**src/rtl/panel_input.sv**
```systemverilog
// Front-panel input conditioner: synchronizes and debounces the step button and page switches.
// Optional autorun stepping is compiled in when PANEL_AUTORUN_EN is defined.
module panel_input #(
    parameter int unsigned DB_CYCLES = 500000,
    parameter int unsigned AUTO_DIV  = 50000000
) (
    input  logic       clk,
    input  logic       Reset,
    input  logic       button,
    input  logic [2:0] sw,
    input  logic       run,
    output logic       step,
    output logic       btn_level,
    output logic [2:0] sw_sync,
    output logic       sw_changed
);

    localparam int unsigned CNT_W = 20;
    localparam int unsigned SW_W  = 3;
    localparam logic [CNT_W-1:0] DB_LAST = CNT_W'(DB_CYCLES - 1);

    typedef enum logic [1:0] {
        IDLE,
        PRESS_WAIT,
        HELD,
        RELEASE_WAIT
    } btn_state_e;

    logic             btn_s1_q, btn_s2_q;
    logic [SW_W-1:0]  sw_s1_q, sw_s2_q;

    btn_state_e       state_q, state_d;
    logic [CNT_W-1:0] db_cnt_q, db_cnt_d;
    logic             btn_level_q, btn_level_d;
    logic             press_step_c;

    logic [SW_W-1:0]  cand_q, cand_d;
    logic [CNT_W-1:0] sw_cnt_q, sw_cnt_d;
    logic [SW_W-1:0]  sw_sync_q, sw_sync_d;
    logic             sw_changed_q, sw_changed_d;

    logic             step_q, step_d;

    // Two-flop synchronizers on the raw asynchronous inputs
    always_ff @(posedge clk) begin
        if (!Reset) begin
            btn_s1_q <= 1'b0;
            btn_s2_q <= 1'b0;
            sw_s1_q  <= '0;
            sw_s2_q  <= '0;
        end else begin
            btn_s1_q <= button;
            btn_s2_q <= btn_s1_q;
            sw_s1_q  <= sw;
            sw_s2_q  <= sw_s1_q;
        end
    end

    // Button FSM: counter clears on every state change, so it can never wrap
    always_comb begin
        state_d      = state_q;
        db_cnt_d     = db_cnt_q;
        btn_level_d  = btn_level_q;
        press_step_c = 1'b0;
        case (state_q)
            IDLE: begin
                if (btn_s2_q) begin
                    state_d  = PRESS_WAIT;
                    db_cnt_d = '0;
                end
            end
            PRESS_WAIT: begin
                if (!btn_s2_q) begin
                    state_d  = IDLE;
                    db_cnt_d = '0;
                end else if (db_cnt_q == DB_LAST) begin
                    state_d      = HELD;
                    db_cnt_d     = '0;
                    btn_level_d  = 1'b1;
                    press_step_c = 1'b1;
                end else begin
                    db_cnt_d = db_cnt_q + CNT_W'(1);
                end
            end
            HELD: begin
                if (!btn_s2_q) begin
                    state_d  = RELEASE_WAIT;
                    db_cnt_d = '0;
                end
            end
            RELEASE_WAIT: begin
                if (btn_s2_q) begin
                    state_d  = HELD;
                    db_cnt_d = '0;
                end else if (db_cnt_q == DB_LAST) begin
                    state_d     = IDLE;
                    db_cnt_d    = '0;
                    btn_level_d = 1'b0;
                end else begin
                    db_cnt_d = db_cnt_q + CNT_W'(1);
                end
            end
            default: begin
                state_d  = IDLE;
                db_cnt_d = '0;
            end
        endcase
    end

    // Switch debounce: any change reloads the candidate and restarts the count
    always_comb begin
        cand_d       = cand_q;
        sw_cnt_d     = sw_cnt_q;
        sw_sync_d    = sw_sync_q;
        sw_changed_d = 1'b0;
        if (sw_s2_q != cand_q) begin
            cand_d   = sw_s2_q;
            sw_cnt_d = '0;
        end else if (sw_cnt_q == DB_LAST) begin
            if (cand_q != sw_sync_q) begin
                sw_sync_d    = cand_q;
                sw_changed_d = 1'b1;
            end
        end else begin
            sw_cnt_d = sw_cnt_q + CNT_W'(1);
        end
    end

`ifdef PANEL_AUTORUN_EN
    localparam int unsigned DIV_W = 27;
    localparam logic [DIV_W-1:0] DIV_LAST = DIV_W'(AUTO_DIV - 1);

    logic             run_s1_q, run_s2_q;
    logic [DIV_W-1:0] div_q, div_d;
    logic             auto_step_c;

    always_ff @(posedge clk) begin
        if (!Reset) begin
            run_s1_q <= 1'b0;
            run_s2_q <= 1'b0;
            div_q    <= '0;
        end else begin
            run_s1_q <= run;
            run_s2_q <= run_s1_q;
            div_q    <= div_d;
        end
    end

    // Autorun owns the step output while run is high; manual presses are masked
    always_comb begin
        div_d       = '0;
        auto_step_c = 1'b0;
        if (run_s2_q) begin
            if (div_q == DIV_LAST) begin
                auto_step_c = 1'b1;
            end else begin
                div_d = div_q + DIV_W'(1);
            end
        end
        step_d = run_s2_q ? auto_step_c : press_step_c;
    end
`else
    logic unused_run;
    assign unused_run = run;
    assign step_d     = press_step_c;
`endif

    always_ff @(posedge clk) begin
        if (!Reset) begin
            state_q      <= IDLE;
            db_cnt_q     <= '0;
            btn_level_q  <= 1'b0;
            cand_q       <= '0;
            sw_cnt_q     <= '0;
            sw_sync_q    <= '0;
            sw_changed_q <= 1'b0;
            step_q       <= 1'b0;
        end else begin
            state_q      <= state_d;
            db_cnt_q     <= db_cnt_d;
            btn_level_q  <= btn_level_d;
            cand_q       <= cand_d;
            sw_cnt_q     <= sw_cnt_d;
            sw_sync_q    <= sw_sync_d;
            sw_changed_q <= sw_changed_d;
            step_q       <= step_d;
        end
    end

    assign step       = step_q;
    assign btn_level  = btn_level_q;
    assign sw_sync    = sw_sync_q;
    assign sw_changed = sw_changed_q;

endmodule

```
**config.mk**
```make
export PLATFORM = sky130hd
export DESIGN_NAME = panel_input
export DESIGN_NICKNAME = d
export VERILOG_FILES = /design/src/rtl/panel_input.sv
export SDC_FILE = /design/constraint.sdc
export NUM_CORES = 1
export LEC_CHECK = 0
export BUFFER_PORTS_ARGS = -buffer_cell sky130_fd_sc_hd__buf_4
export CAP_MARGIN = 20
export CORE_MARGIN = 4
export CORE_UTILIZATION = 35
export CTS_BUF_LIST = sky130_fd_sc_hd__clkbuf_8
export CTS_CLUSTER_SIZE = 14
export DETAILED_ROUTE_END_ITERATION = 10
export PLACE_DENSITY_LB_ADDON = 0.05
export SETUP_SLACK_MARGIN = 0.4
export SKIP_LAST_GASP = 1
export SYNTH_ARGS = -nofsm -noshare
export SYNTH_HDL_FRONTEND = slang
export SYNTH_SLANG_ARGS = --single-unit
```
**constraint.sdc**
```tcl
create_clock -name clk -period 2.41 [get_ports clk]
set_clock_uncertainty 0.15 [all_clocks]
set_input_delay 0.241 -clock clk [delete_from_list [all_inputs] [get_ports clk]]
set_output_delay 0.241 -clock clk [all_outputs]
set_load 0.005 [all_outputs]
```
==> results_dict.tcl <==
set metrics [dict create \
    met2WireLength_mm 2.48 \
    netlist_instances 308 \
    synthToLayoutAreaGrowth_pct 20.8 \
    finalWorstSetupSlack_ns 0.495 \
    vias 2204 \
    setup_viol_count_final 0 \
    detail-route-antenna-nets 0 \
    maxSlewHeadroom_pct 68.3 \
    worst_skew_pair.late_latency_ns 0.34 \
    postSynth.asyncResetShare_pct 0 \
    grt_pass1_wl_mm 10.1 \
    yosysWarningCount 0 \
    floorplan.die.height_um 95.4 \
    cts.htree.levels 3 \
    detail_route.drc_violations 0 \
    postRouteWirelength_mm 5.81 \
    wire_per_inst_um 13.1 \
    finalHoldViolCount 0 \
    portBuffers 11 \
    design.portCount 13 \
    fmax_mhz 522 \
    layout.nets 347 \
    vias_in_the_first_global_route 2124 \
    synth_area_leader_cell "sky130_fd_sc_hd__dfxtp_1" \
    worst_ep_required_time_ns 2.53 \
    cp_data_arrival_time_ns 2.04 \
    cts.reportedPaths.clkPinSlew_ns 0.08 \
    mappedNetlistNets 317 \
    r2r.worst_path.cells 7 \
    worst_hold_path_class "in2reg" \
    report.final.slew_viol_count 0 \
    total_negative_slack_ns 0 \
    post-synth-top-count-cell "sky130_fd_sc_hd__dfxtp_1" \
    grt_max_degree 22 \
    detail_route.vias_per_cell 4.99 \
    met3WireLength_um 221 \
    setup.worst_path.end_class "flop" \
    drive_above_1_share_pct 16.3 \
    synth-seq-area-share_pct 44.2 \
    drt_iter0_markers 129 \
    synth.ff_latch_count 59 \
    floorplan.initialDensity_pct 36.5 \
    fp.coreArea_sq_mm 0.00733 \
    finalCritPeriodShare_pct 79.5 \
    dr.pass1.iters 4 \
    overflow 0 \
    vdd_drop_max_uv 381 \
    drv.max_cap_violation_count 0 \
    hpwl_mm 3.94 \
    root_buf_cell "sky130_fd_sc_hd__clkbuf_8" \
    mappedNetlistArea_sq_mm 0.00268 \
    antennaDiodeCount 0 \
    fillcell_total 726 \
    synthTopCellsByArea "sky130_fd_sc_hd__dfxtp_1 44%, sky130_fd_sc_hd__xnor2_1 4.9%, sky130_fd_sc_hd__xor2_1 4.9%, sky130_fd_sc_hd__nor2_1 4.8%, sky130_fd_sc_hd__nand2_1 4.2%" \
    critPathKind "reg2reg" \
    seqPwrFrac_pct 51.8 \
    power.combinational.fraction_pct 4.5 \
    post_synth_num_cell_types 41 \
    seq_area_sq_mm 0.00119 \
    netlist.area_leader.share_pct 44.2 \
    groute.usage.overall_pct 14.4 \
    finalWeightedCongestion 0.803 \
    tritoncts.num_buffers 9 \
    p_sw_share_pct 25.5 \
    multi_input_comb_area_sq_mm 0.00146 \
    ys_flop_type "sky130_fd_sc_hd__dfxtp_1" \
    final_cell_area_sq_mm 0.00323 \
    finalCoreUtilization_pct 44.1 \
    start_kind "flop" \
    design.die.area_sq_mm 0.00911 \
    highest_layer "met4" \
    synth_top_cells_by_count "59 x sky130_fd_sc_hd__dfxtp_1, 34 x sky130_fd_sc_hd__nor2_1, 30 x sky130_fd_sc_hd__nand2_1" \
    power.static_leakage_uw 0.00115 \
    synthesized_area_divided_by_synthesized_cell_count_sq_um 8.69 \
    holdWs_ns 0.0986 \
    number_of_antenna_violations_at_the_first_check_in_global_routing 0 \
    clk_path_buf_depth 2 \
    cts_sinks 59 \
    slew_at_the_pin_closest_to_its_max_slew_limit_ns 0.472 \
    critical_path.max_fanout 6 \
    die_x_extent_um 95.4 \
    run_status "complete, no violations" \
    cts_tree "done" \
    pwr_density_cell_mw_per_mm2 595 \
    placed_area_sq_mm 0.00292 \
    whs_path_depth 3 \
    synth-edff-count 0 \
    internal_power_uw 1430 \
    row_count 31 \
    min_period_ns 1.92 \
    power.switching_uw 491 \
    rsz0062_at_grt "false" \
    m1WireLength_mm 2.98 \
    dp_worst_setup_slack_ns 0.367 \
    clock_power_share_pct 43.7 \
]
cells in the final DEF, fill, tap and decap left out, drive strengths merged, types with 2 or more instances in the layout:
cell,synthesis,layout
a21oi,11,11
and4,3,3
dlygate4sd3,0,4
clkbuf,8,10
a22oi,3,3
nand2b,4,4
ha,2,2
a22o,4,4
nor3b,4,4
a31oi,8,8
o21ai,8,8
xor2,15,15
buf,3,26
clkinvlp,0,3
nand3,16,16
nand3b,5,5
dfxtp,59,59
a41oi,4,4
nand4,12,12
nand2,30,30
xnor2,15,15
nor3,9,9
nor2,34,34
and2,12,12
and3,7,7
nor4,5,5
inv,8,10
clkinv,1,2
mux2i,7,7
nor4b,2,2
worst max-delay path: stages (launching register included):
cell	delay, ns
sky130_fd_sc_hd__dfxtp_4	0.36
sky130_fd_sc_hd__ha_2	0.20
sky130_fd_sc_hd__and3_4	0.20
sky130_fd_sc_hd__and3_4	0.16
sky130_fd_sc_hd__a211oi_4	0.31
sky130_fd_sc_hd__buf_2	0.24
sky130_fd_sc_hd__nand2_1	0.06
sky130_fd_sc_hd__a31oi_1	0.15
power by group through the flow:
| stage | clock, uW | combinational [uW] | sequential (uW) |
|---|---|---|---|
| final | 840 | 86.9 | 997 |
| after global routing | 920 | 101 | 999 |
| after CTS | 878 | 88.6 | 999 |
| after detailed placement | 0 | 83.3 | 1020 |
| after global placement | 0 | 82.3 | 1020 |
| after floorplan | 0 | 51.0 | 1020 |
cell type report:
class,count,area share (%)
Clock inverter,6,1.51
Clock buffer,10,4.26
Multi-Input combinational cell,229,45.1
Tap cell,99,3.83
Sequential cell,59,36.8
Timing Repair Buffer,30,7.43
Inverter,9,1.05
flip-flops by register name, indices dropped and copies added, names as in the netlist, named ones only:
signal / count
db_cnt_q: 20
step: 1
state_q: 1
sw_changed: 1
sw_cnt_q: 20
sw_sync: 3
sw_s1_q: 3
cand_q: 3
btn_s1_q: 1
sw_s2_q: 3
btn_s2_q: 1
btn_level: 1
per-stage QoR:
step           std cells  total power, uW
6_report             442             1920
5_1_grt              442             2020
4_1_cts              438             1970
3_5_place_dp         418             1110
3_3_place_gp         418             1100
2_1_floorplan        308             1070
kinds of logic after synthesis:
group,Yosys count,share of synthesized area [%]
flops,59,44.2
mux,7,2.62
fa+ha+maj,2,0.935
buf+inv,20,3.04
simple gates,148,29.2
xor+xnor,30,9.82
compound gates,42,10.2
per-layer routing:
layer / vias to the layer above / global-route usage [%]
met1: 1011 / 19.7
li1: 1147 / -
met4: 0 / 6.75
met3: 10 / 4.42
met2: 36 / 20.7
met5: - / 0
timing repair:
action                                  in CTS  in global routing
endpoints found under the hold margin        4                  0
endpoints found under the setup margin       1                 17
setup buffers                                0                  3
gates resized for setup                      1                 17
pin swaps                                    0                  4
hold buffers                                 4                  0
cloned                                       0                  1
worst paths after layout:
kind / startpoint / to / slack, ns
worst max-delay path: db_cnt_q[0] / db_cnt_q[15] / 0.49
worst min-delay path: Reset / sw_sync[0] / 0.1
worst max register to register: db_cnt_q[0] / db_cnt_q[15] / 0.49
worst min register to register: sw_s1_q[0] / sw_s2_q[0] / 0.29
Power figures use the tool's default switching activity.
